===== config.mk =====
export PLATFORM = sky130hd
export DESIGN_NAME = buffer_loader
export DESIGN_NICKNAME = d
export VERILOG_FILES = /design/src/rtl/systolic_pkg.sv /design/src/rtl/buffer_loader.sv
export SDC_FILE = /design/constraint.sdc
export NUM_CORES = 1
export LEC_CHECK = 0
export BUFFER_PORTS_ARGS = -buffer_cell sky130_fd_sc_hd__buf_2
export CAP_MARGIN = 20
export CORE_ASPECT_RATIO = 0.9
export CORE_MARGIN = 10
export CORE_UTILIZATION = 30
export CTS_CLUSTER_SIZE = 16
export DETAILED_ROUTE_END_ITERATION = 10
export PLACE_DENSITY = 0.55
export RECOVER_POWER = 100
export SKIP_LAST_GASP = 1
export SYNTH_ARGS = -nofsm -noshare
export SYNTH_HDL_FRONTEND = slang
export SYNTH_SLANG_ARGS = --single-unit
export TNS_END_PERCENT = 10

===== constraint.sdc =====
create_clock -name clk -period 1.9 [get_ports clk]
set_clock_uncertainty 0.05 [all_clocks]
set_input_delay 0.38 -clock clk [delete_from_list [all_inputs] [get_ports clk]]
set_output_delay 0.38 -clock clk [all_outputs]
set_load 0.02 [all_outputs]

===== src/rtl/systolic_pkg.sv =====
// Shared definitions for the systolic array front end: buffer command
// encodings and the loader FSM state type.
package systolic_pkg;

  localparam logic [1:0] BUF_NOP    = 2'b00;
  localparam logic [1:0] BUF_STORE  = 2'b01;
  localparam logic [1:0] BUF_STREAM = 2'b10;

  typedef enum logic [1:0] {
    ST_IDLE   = 2'b00,
    ST_LOAD   = 2'b01,
    ST_STREAM = 2'b10,
    ST_FINISH = 2'b11
  } loader_state_e;

endpackage


===== src/rtl/buffer_loader.sv =====
// Loads up to ARR_SIZE/2 32-bit words into a banked buffer, then streams
// every bank address once and pulses done.
module buffer_loader
  import systolic_pkg::*;
#(
  parameter int unsigned ARR_SIZE = 4,
  parameter int unsigned ADDR_W   = 7
) (
  input  logic                                 clk,
  input  logic                                 rst,
  input  logic                                 start,
  input  logic [$clog2(ARR_SIZE/2+1)-1:0]      num_words,
  input  logic                                 abort,
  input  logic                                 in_valid,
  input  logic [31:0]                          in_data,
  output logic                                 in_ready,
  output logic [31:0]                          buf_data,
  output logic [ADDR_W-1:0]                    buf_addr,
  output logic [1:0]                           buf_state,
  output logic                                 busy,
  output logic                                 done
);

  localparam int unsigned HALF = ARR_SIZE / 2;
  localparam int unsigned NW_W = $clog2(ARR_SIZE/2+1);
  localparam int unsigned J_W  = (ARR_SIZE > 2) ? $clog2(ARR_SIZE) : 1;

  loader_state_e   state;
  logic [NW_W-1:0] target;
  logic [NW_W-1:0] k;
  logic [J_W-1:0]  j;
  logic [NW_W-1:0] nw_clamped;
  logic            handshake;

  always_comb begin
    nw_clamped = (num_words > NW_W'(HALF)) ? NW_W'(HALF) : num_words;
  end

  assign in_ready  = (state == ST_LOAD) && (k < target);
  assign handshake = in_valid && in_ready;

  // Outputs default to NOP each cycle; each state overrides what it drives.
  always_ff @(posedge clk or negedge rst) begin
    if (!rst) begin
      state     <= ST_IDLE;
      target    <= '0;
      k         <= '0;
      j         <= '0;
      buf_state <= BUF_NOP;
      buf_addr  <= '0;
      buf_data  <= '0;
      busy      <= 1'b0;
      done      <= 1'b0;
    end else begin
      buf_state <= BUF_NOP;
      buf_addr  <= '0;
      buf_data  <= '0;
      done      <= 1'b0;
      if (abort) begin
        state <= ST_IDLE;
        busy  <= 1'b0;
      end else begin
        case (state)
          ST_IDLE: begin
            if (start) begin
              target <= nw_clamped;
              k      <= '0;
              busy   <= 1'b1;
              state  <= (nw_clamped == '0) ? ST_FINISH : ST_LOAD;
            end
          end
          ST_LOAD: begin
            if (handshake) begin
              buf_state <= BUF_STORE;
              buf_addr  <= ADDR_W'(k) << 1;
              buf_data  <= in_data;
              k         <= k + NW_W'(1);
              if (k == target - NW_W'(1)) begin
                state <= ST_STREAM;
                j     <= '0;
              end
            end
          end
          ST_STREAM: begin
            buf_state <= BUF_STREAM;
            buf_addr  <= ADDR_W'(j);
            if (j == J_W'(ARR_SIZE - 1)) begin
              state <= ST_FINISH;
            end else begin
              j <= j + J_W'(1);
            end
          end
          ST_FINISH: begin
            done  <= 1'b1;
            busy  <= 1'b0;
            state <= ST_IDLE;
          end
          default: begin
            busy  <= 1'b0;
            state <= ST_IDLE;
          end
        endcase
      end
    end
  end

endmodule


==> results of run 1 <==
metrics by stage:
stage	hold WS (ns)	util, %
2_1_floorplan	0.0344	-
3_3_place_gp	0.332	40.4
3_5_place_dp	0.341	40.4
4_1_cts	0.00392	43.1
5_1_grt	0.210	42.2
6_report	0.222	42.2
cell families after synthesis:
| logic type | Yosys count | share of synthesized area (%) |
|---|---|---|
| buffers and inverters | 14 | 3.53 |
| AO/OA/AOI/OAI | 13 | 6.08 |
| other | 1 | 0.196 |
| multiplexers | 4 | 2.29 |
| adder cells (fa/ha/maj) | 8 | 5.23 |
| flip-flops | 47 | 61.4 |
| XOR/XNOR | 1 | 1.18 |
| AND/OR/NAND/NOR | 64 | 20.1 |
where the power goes:
part / switching (mW) / internal, mW
Clock: 0.356 / 0.534
Sequential: 0.0608 / 1.11
Combinational: 0.519 / 0.447
sequential cells by signal (all words and copies together), names as in the netlist:
register   count
busy           1
state          2
j              2
k              2
buf_addr       3
buf_state      2
target         2
done           1
buf_data      32
layout make-up:
class                   instances  area (sq um)  share of cell area, %
clock inverters                 3          71.3                   2.75
inverters                       6          22.5                  0.868
clock buffers                   5          68.8                   2.65
repair buffers                 91           427                   16.4
well taps                      87           109                   4.19
multi-input cells              94           721                   27.8
flip-flops and latches         47          1180                   45.3
per-layer routing:
layer	GRT usage, %	part of all wire, %	vias to the layer above
li1	-	-	673
met2	16.7	52	41
met3	2.61	3.8	9
met4	4.98	2.4	0
met1	10.8	42	621
met5	0	0	-
worst min path at each step:
stage	startpoint	endpoint	slack, ns	depth (start not counted)
finish	in_data[25]	buf_data[25]	0.22	2
global route	in_data[6]	buf_data[6]	0.21	2
CTS	rst	buf_data[8]	0.004	2
detailed placement	rst	buf_data[8]	0.34	2
global placement	rst	buf_data[8]	0.33	2
floorplan	rst	buf_addr[0]	0.03	0
what timing repair did:
| item | in CTS | in global routing |
|---|---|---|
| endpoints found under the hold margin | 0 | 0 |
| setup endpoints to repair | 3 | 10 |
| resized for setup | 5 | 5 |
| pin swaps | 1 | 4 |
| setup buffers | 1 | 0 |
worst reg2reg max path: stages (launching register included):
cell and delay, ns:
dfrtp_1 0.36, inv_1 0.05, ha_1 0.28, nor2b_4 0.14
and4bb_4 0.35, mux2_4 0.31, a22o_1 0.23
Yosys cell counts (2+ instances only):
master / n
ha_1: 8
mux2_2: 2
a21oi_1: 2
dfrtp_1: 47
and2_1: 33
nor2_1: 9
inv_1: 6
nand2b_1: 2
nor2b_1: 6
clkbuf_1: 4
nand2_1: 4
o21ai_0: 2
a221oi_1: 2
buf_4: 4
nor3b_1: 2
==> results.md, run 1 <==
- Drc violations: 0
- Worst-path maximum fanout: 6
- Final Setup Violations: 0
- Post-route antenna net violation count: 0
- Min-delay worst type: input pin to flip-flop
- Clock latency at the later pin of the worst-skew pair: roughly 0.30 ns
- Inst Count DP: 324
- Post-synth top area share: between 60% and 70%
- Crit-path leading delay family: simple AND/OR/NAND/NOR gates
- Most common cell after layout, fill and taps aside: dfrtp_1
- #FFs+latches synth: between 40 and 50
- Gr usage total: a little under a tenth
- Drt total wl: around 4700 um
- Vias: between 1000 and 1500
- Initial antenna violation count: 0
- Initial DRC Count: a little under 70
- Placed Area: ~0.0025 sq mm
- Sequential cell area fraction in the yosys report: roughly 61%
- Synth Flop Type: dfrtp_1
- Clk buf depth: 2
- Ratio of cells with drive above 1 in the final layout: 27.6%
- Worst slew pin tran: 1.39 ns
- Pwr Total: a little over 3 mW
- Clock sinks: between 40 and 50
- WP buf/inv: 1
- Normalized max-slew margin: roughly 7.5%
- CP Class: flip-flop to flip-flop
- Register-to-Register Path Depth: 6
- FFs w/ async S/R, synth: between 90% and 100%
- Power per cell area: about 1200 mW/mm^2
- Crit path max-delay cell type: dfrtp_1
- GRT overflow: 0
- Core area: approximately 0.0061 sq mm
- Routed len/inst: 14.1 um
- Chip Height: 95.8 um
- Worst EP required: 2.04 ns
- Synth cell types: 34
- DR vias/cell: slightly above 4
- CP endpoint: k[0]
- Main area contributors after synthesis: dfrtp_1 61%, and2_1 11%, ha_1 5.2%, nor2b_1 2.0%, nor2_1 1.8%
- Vias in the first global route: 1437
- CTS root buffer: clkbuf_8
- Levels on crit path: 6
- Setup TNS: 0 ns
- Crit path cell chain: inv_1 > ha_1 > nor2b_4 > and4bb_4 > mux2_4 > a22o_1
- Maxcap violations: 0
- First-pass DRT Iterations: 2
- CP peak stage delay: between 0.3 and 0.4 ns
- Row cnt: 27
- Setup crit end kind: flip-flop
- RR Endpoint: k[0]
- Crit path time final: about 1.9 ns
- Critical path origin: target[1]
- Synthesized area: about 0.0019 sq mm
- First-pass GRT wire length: 7540 um
- Worst VDD drop: 0.372 mV
- DP Worst Slack: -0.0446 ns
- CTS buffer count: 5
- Cell taking the most area after synthesis: dfrtp_1
- Commonest cells after routing, fill and taps aside: 47 x dfrtp_1, 45 x clkbuf_1, 38 x buf_2
- Die width: ~100 um
- Largest net degree at the start of global routing: 34
- RSZ-0062 raised after global routing: true
- Status: finished clean
- R2R Setup Slk: 0.03 ns
- Mapped Cells: between 150 and 200
- Synth warnings: 0
- Starting density of the core: 31.1%
- FF-to-FF Start: target[1]
- Number of synthesized flops with an enable pin: 0
- DPL Wire Length: roughly 3600 um
- Ant. Diodes: 0
- CP Launch Type: flip-flop
- Final nets: 292
- # hold bufs at CTS: 0
- Finished Layout Cells: 333
- Top-Level Pins: 83
- I/O Buffers: 78
- Worst Path Arrival: approximately 2.0 ns
- Final slew viol count: 0
- Fin worst setup slack: 0.0282 ns
- Syn Area/Cell: approximately 13 sq um
- Final GP Congestion: between 0.7 and 0.8
- Clock-pin slew on the worst setup and hold paths: about 0.090 ns
- Die ar.: roughly 0.010 sq mm
- Final Hold Fails: 0
- CTS tree: done
- Fmax: approximately 530 MHz
- Fillcell total: between 600 and 700
- # H-tree levels: 2
- Finished Cell Area: approximately 0.0026 sq mm
- Fin crit share: 98.5%
- P_leak: 1.32 nW
- Area growth from synthesis to layout: 35.6%
No activity file was read; power rests on OpenSTA's default activity.
==> run 2, diff against run 1 <==
--- a/config.mk
+++ b/config.mk
@@ -12,7 +12,7 @@
 export CORE_UTILIZATION = 30
 export CTS_CLUSTER_SIZE = 16
 export DETAILED_ROUTE_END_ITERATION = 10
-export PLACE_DENSITY = 0.55
+export PLACE_DENSITY_LB_ADDON = 0.12
 export RECOVER_POWER = 100
 export SKIP_LAST_GASP = 1
 export SYNTH_ARGS = -nofsm -noshare
==> results.md, run 2 (synthesis gave the netlist of run 1 again) <==
- Status: finished clean (unchanged)
- Final GP Congestion: 0.749 (was 0.765)
- Largest Register: buf_data (unchanged)
- Fmax: 535 MHz (was 534 MHz)
- Met3 usage: 4.07% (was 2.61%)
- Commonest cells after routing, fill and taps aside: 47 x dfrtp_1, 42 x clkbuf_1, 37 x buf_2 (was 47 x dfrtp_1, 45 x clkbuf_1, 38 x buf_2)
- Setup crit end kind: flip-flop (unchanged)
- Initial antenna violation count: 0 (unchanged)
- Fillcell total: 648 (was 618)
- Max FFs per register: 32 (unchanged)
- Ratio of cells with drive above 1 in the final layout: 28.6% (was 27.6%)
- M1 GR Usage: 12.3% (was 10.8%)
- Clock sinks: 47 (unchanged)
- GR Layer Usage met2: 14.6% (was 16.7%)
- Clock latency at the later pin of the worst-skew pair: 0.30 ns (about the same)
- Top-Level Pins: 83 (unchanged)
- I/O Buffers: 78 (unchanged)
- Largest net degree at the start of global routing: 35 (was 34)
- First-pass GRT wire length: 7710 um (was 7540 um)
- Power per cell area: 1080 mW/mm^2 (was 1170 mW/mm^2)
- Starting density of the core: 31.1% (unchanged)
- Normalized max-slew margin: 30.1% (was 7.52%)
- Ant. Diodes: 0 (unchanged)
- Worst slew pin tran: 1.05 ns (was 1.39 ns)
- CTS tree: done (unchanged)
- Drt total wl: 4740 um (was 4690 um)
- Biggest regs: buf_data: 32 flops, buf_addr: 3 flops (unchanged)
- Vias: 1351 (was 1344)
- RSZ-0062 raised after global routing: true (unchanged)
- Min-delay worst type: input pin to flip-flop (unchanged)
- CTS root buffer: clkbuf_8 (unchanged)
- Final Setup Violations: 0 (unchanged)
- DR vias/cell: 4.07 (was 4.04)
- Worst Path Arrival: 2.00 ns (was 2.01 ns)
- # H-tree levels: 2 (unchanged)
- Post-route antenna net violation count: 0 (unchanged)
- Area growth from synthesis to layout: 33.3% (was 35.6%)
- Final core utilization: 41.5% (was 42.2%)
- Fin crit share: 98.3% (was 98.5%)
- Pwr Total: 2.74 mW (was 3.03 mW)
- Die ar.: 0.00998 sq mm (unchanged)
- DPL Wire Length: 3590 um (was 3610 um)
- Crit path time final: 1.87 ns (about the same)
- P_leak: 1.29 nW (was 1.32 nW)
- Drc violations: 0 (unchanged)
- Setup TNS: 0 ns (unchanged)
- Final nets: 291 (was 292)
- Routed len/inst: 14.3 um (was 14.1 um)
- CP Class: flip-flop to flip-flop (unchanged)
- CP Launch Type: flip-flop (unchanged)
- Initial DRC Count: 47 (was 68)
- Clock-pin slew on the worst setup and hold paths: 0.09 ns (about the same)
- Final Hold Fails: 0 (unchanged)
- Worst-path maximum fanout: 6 (unchanged)
- Die width: 104 um (unchanged)
- Worst VDD drop: 0.396 mV (was 0.372 mV)
- First-pass DRT Iterations: 4 (was 2)
- Hold slack: 0.228 ns (was 0.222 ns)
- Final slew viol count: 0 (unchanged)
- GR peak layer: met2 (unchanged)
- Chip Height: 95.8 um (unchanged)
- Clk buf depth: 2 (unchanged)
- Gr usage total: 9.65% (was 9.59%)
- GRT overflow: 0 (unchanged)
- Vias in the first global route: 1463 (was 1437)
- Worst EP required: 2.04 ns (about the same)
- Maxcap violations: 0 (unchanged)
- CTS buffer count: 5 (unchanged)
- Row cnt: 27 (unchanged)
- Post-CTS Repair Setup Buffers: 0 (was 1)
- Core area: 0.00615 sq mm (unchanged)
- Most common cell after layout, fill and taps aside: dfrtp_1 (unchanged)
-- run 2: metrics by stage --
step | area (sq um) | setup WS, ns | cells
after floorplan | 1930 | -0.00454 | 155
after detailed placement | 2480 | -0.0203 | 323
after global routing | 2550 | -0.0333 | 332
after global placement | 2480 | -0.00382 | 323
final | 2550 | 0.0322 | 332
after CTS | 2590 | -0.00359 | 332
-- run 2: final timing paths --
kind                            start           to  slack [ns]  depth (start not counted)
max in group asynchronous         rst  buf_addr[2]        0.33                          3
min in group asynchronous         rst  buf_data[2]        0.70                          3
max                         target[1]         k[0]        0.03                          6
min reg2reg                      busy         busy        0.49                          2
max reg2reg                 target[1]         k[0]        0.03                          6
min                        in_data[2]  buf_data[2]        0.23                          2
-- run 2: report_power, final --
| group | switching (mW) | internal (mW) |
|---|---|---|
| registers | 0.0640 | 1.11 |
| logic | 0.519 | 0.442 |
| clock network | 0.346 | 0.260 |
| total | 0.930 | 1.81 |
-- run 2: layout make-up --
cell class	count	area [sq um]	share of cell area (%)
Clock inverter	3	18.8	0.736
Multi-Input combinational cell	94	718	28.2
Inverter	6	22.5	0.883
Clock buffer	5	68.8	2.70
Sequential cell	47	1180	46.1
Timing Repair Buffer	90	438	17.2
Tap cell	87	109	4.27
-- run 2: timing repair --
| action | 4_1_cts | 5_1_grt |
|---|---|---|
| setup endpoints to repair | 2 | 7 |
| hold buffers | 1 | 0 |
| pin swaps | 1 | 0 |
| hold endpoints to repair | 20 | 0 |
| resized for setup | 3 | 7 |
-- run 2: critical path, cell delays in order (launching register included) --
cell and delay [ns]:
dfrtp_1 0.35, inv_1 0.04, ha_1 0.27, nor2b_4 0.14, and4bb_2 0.36, mux2_4 0.31
a22o_1 0.22
-- run 2: per-layer routing --
metal	wire, um	vias up	share of wire [%]
li1	-	668	-
met1	2270	628	48
met2	2110	50	44
met3	331	5	7.0
met4	38	0	0.80
met5	0	-	0
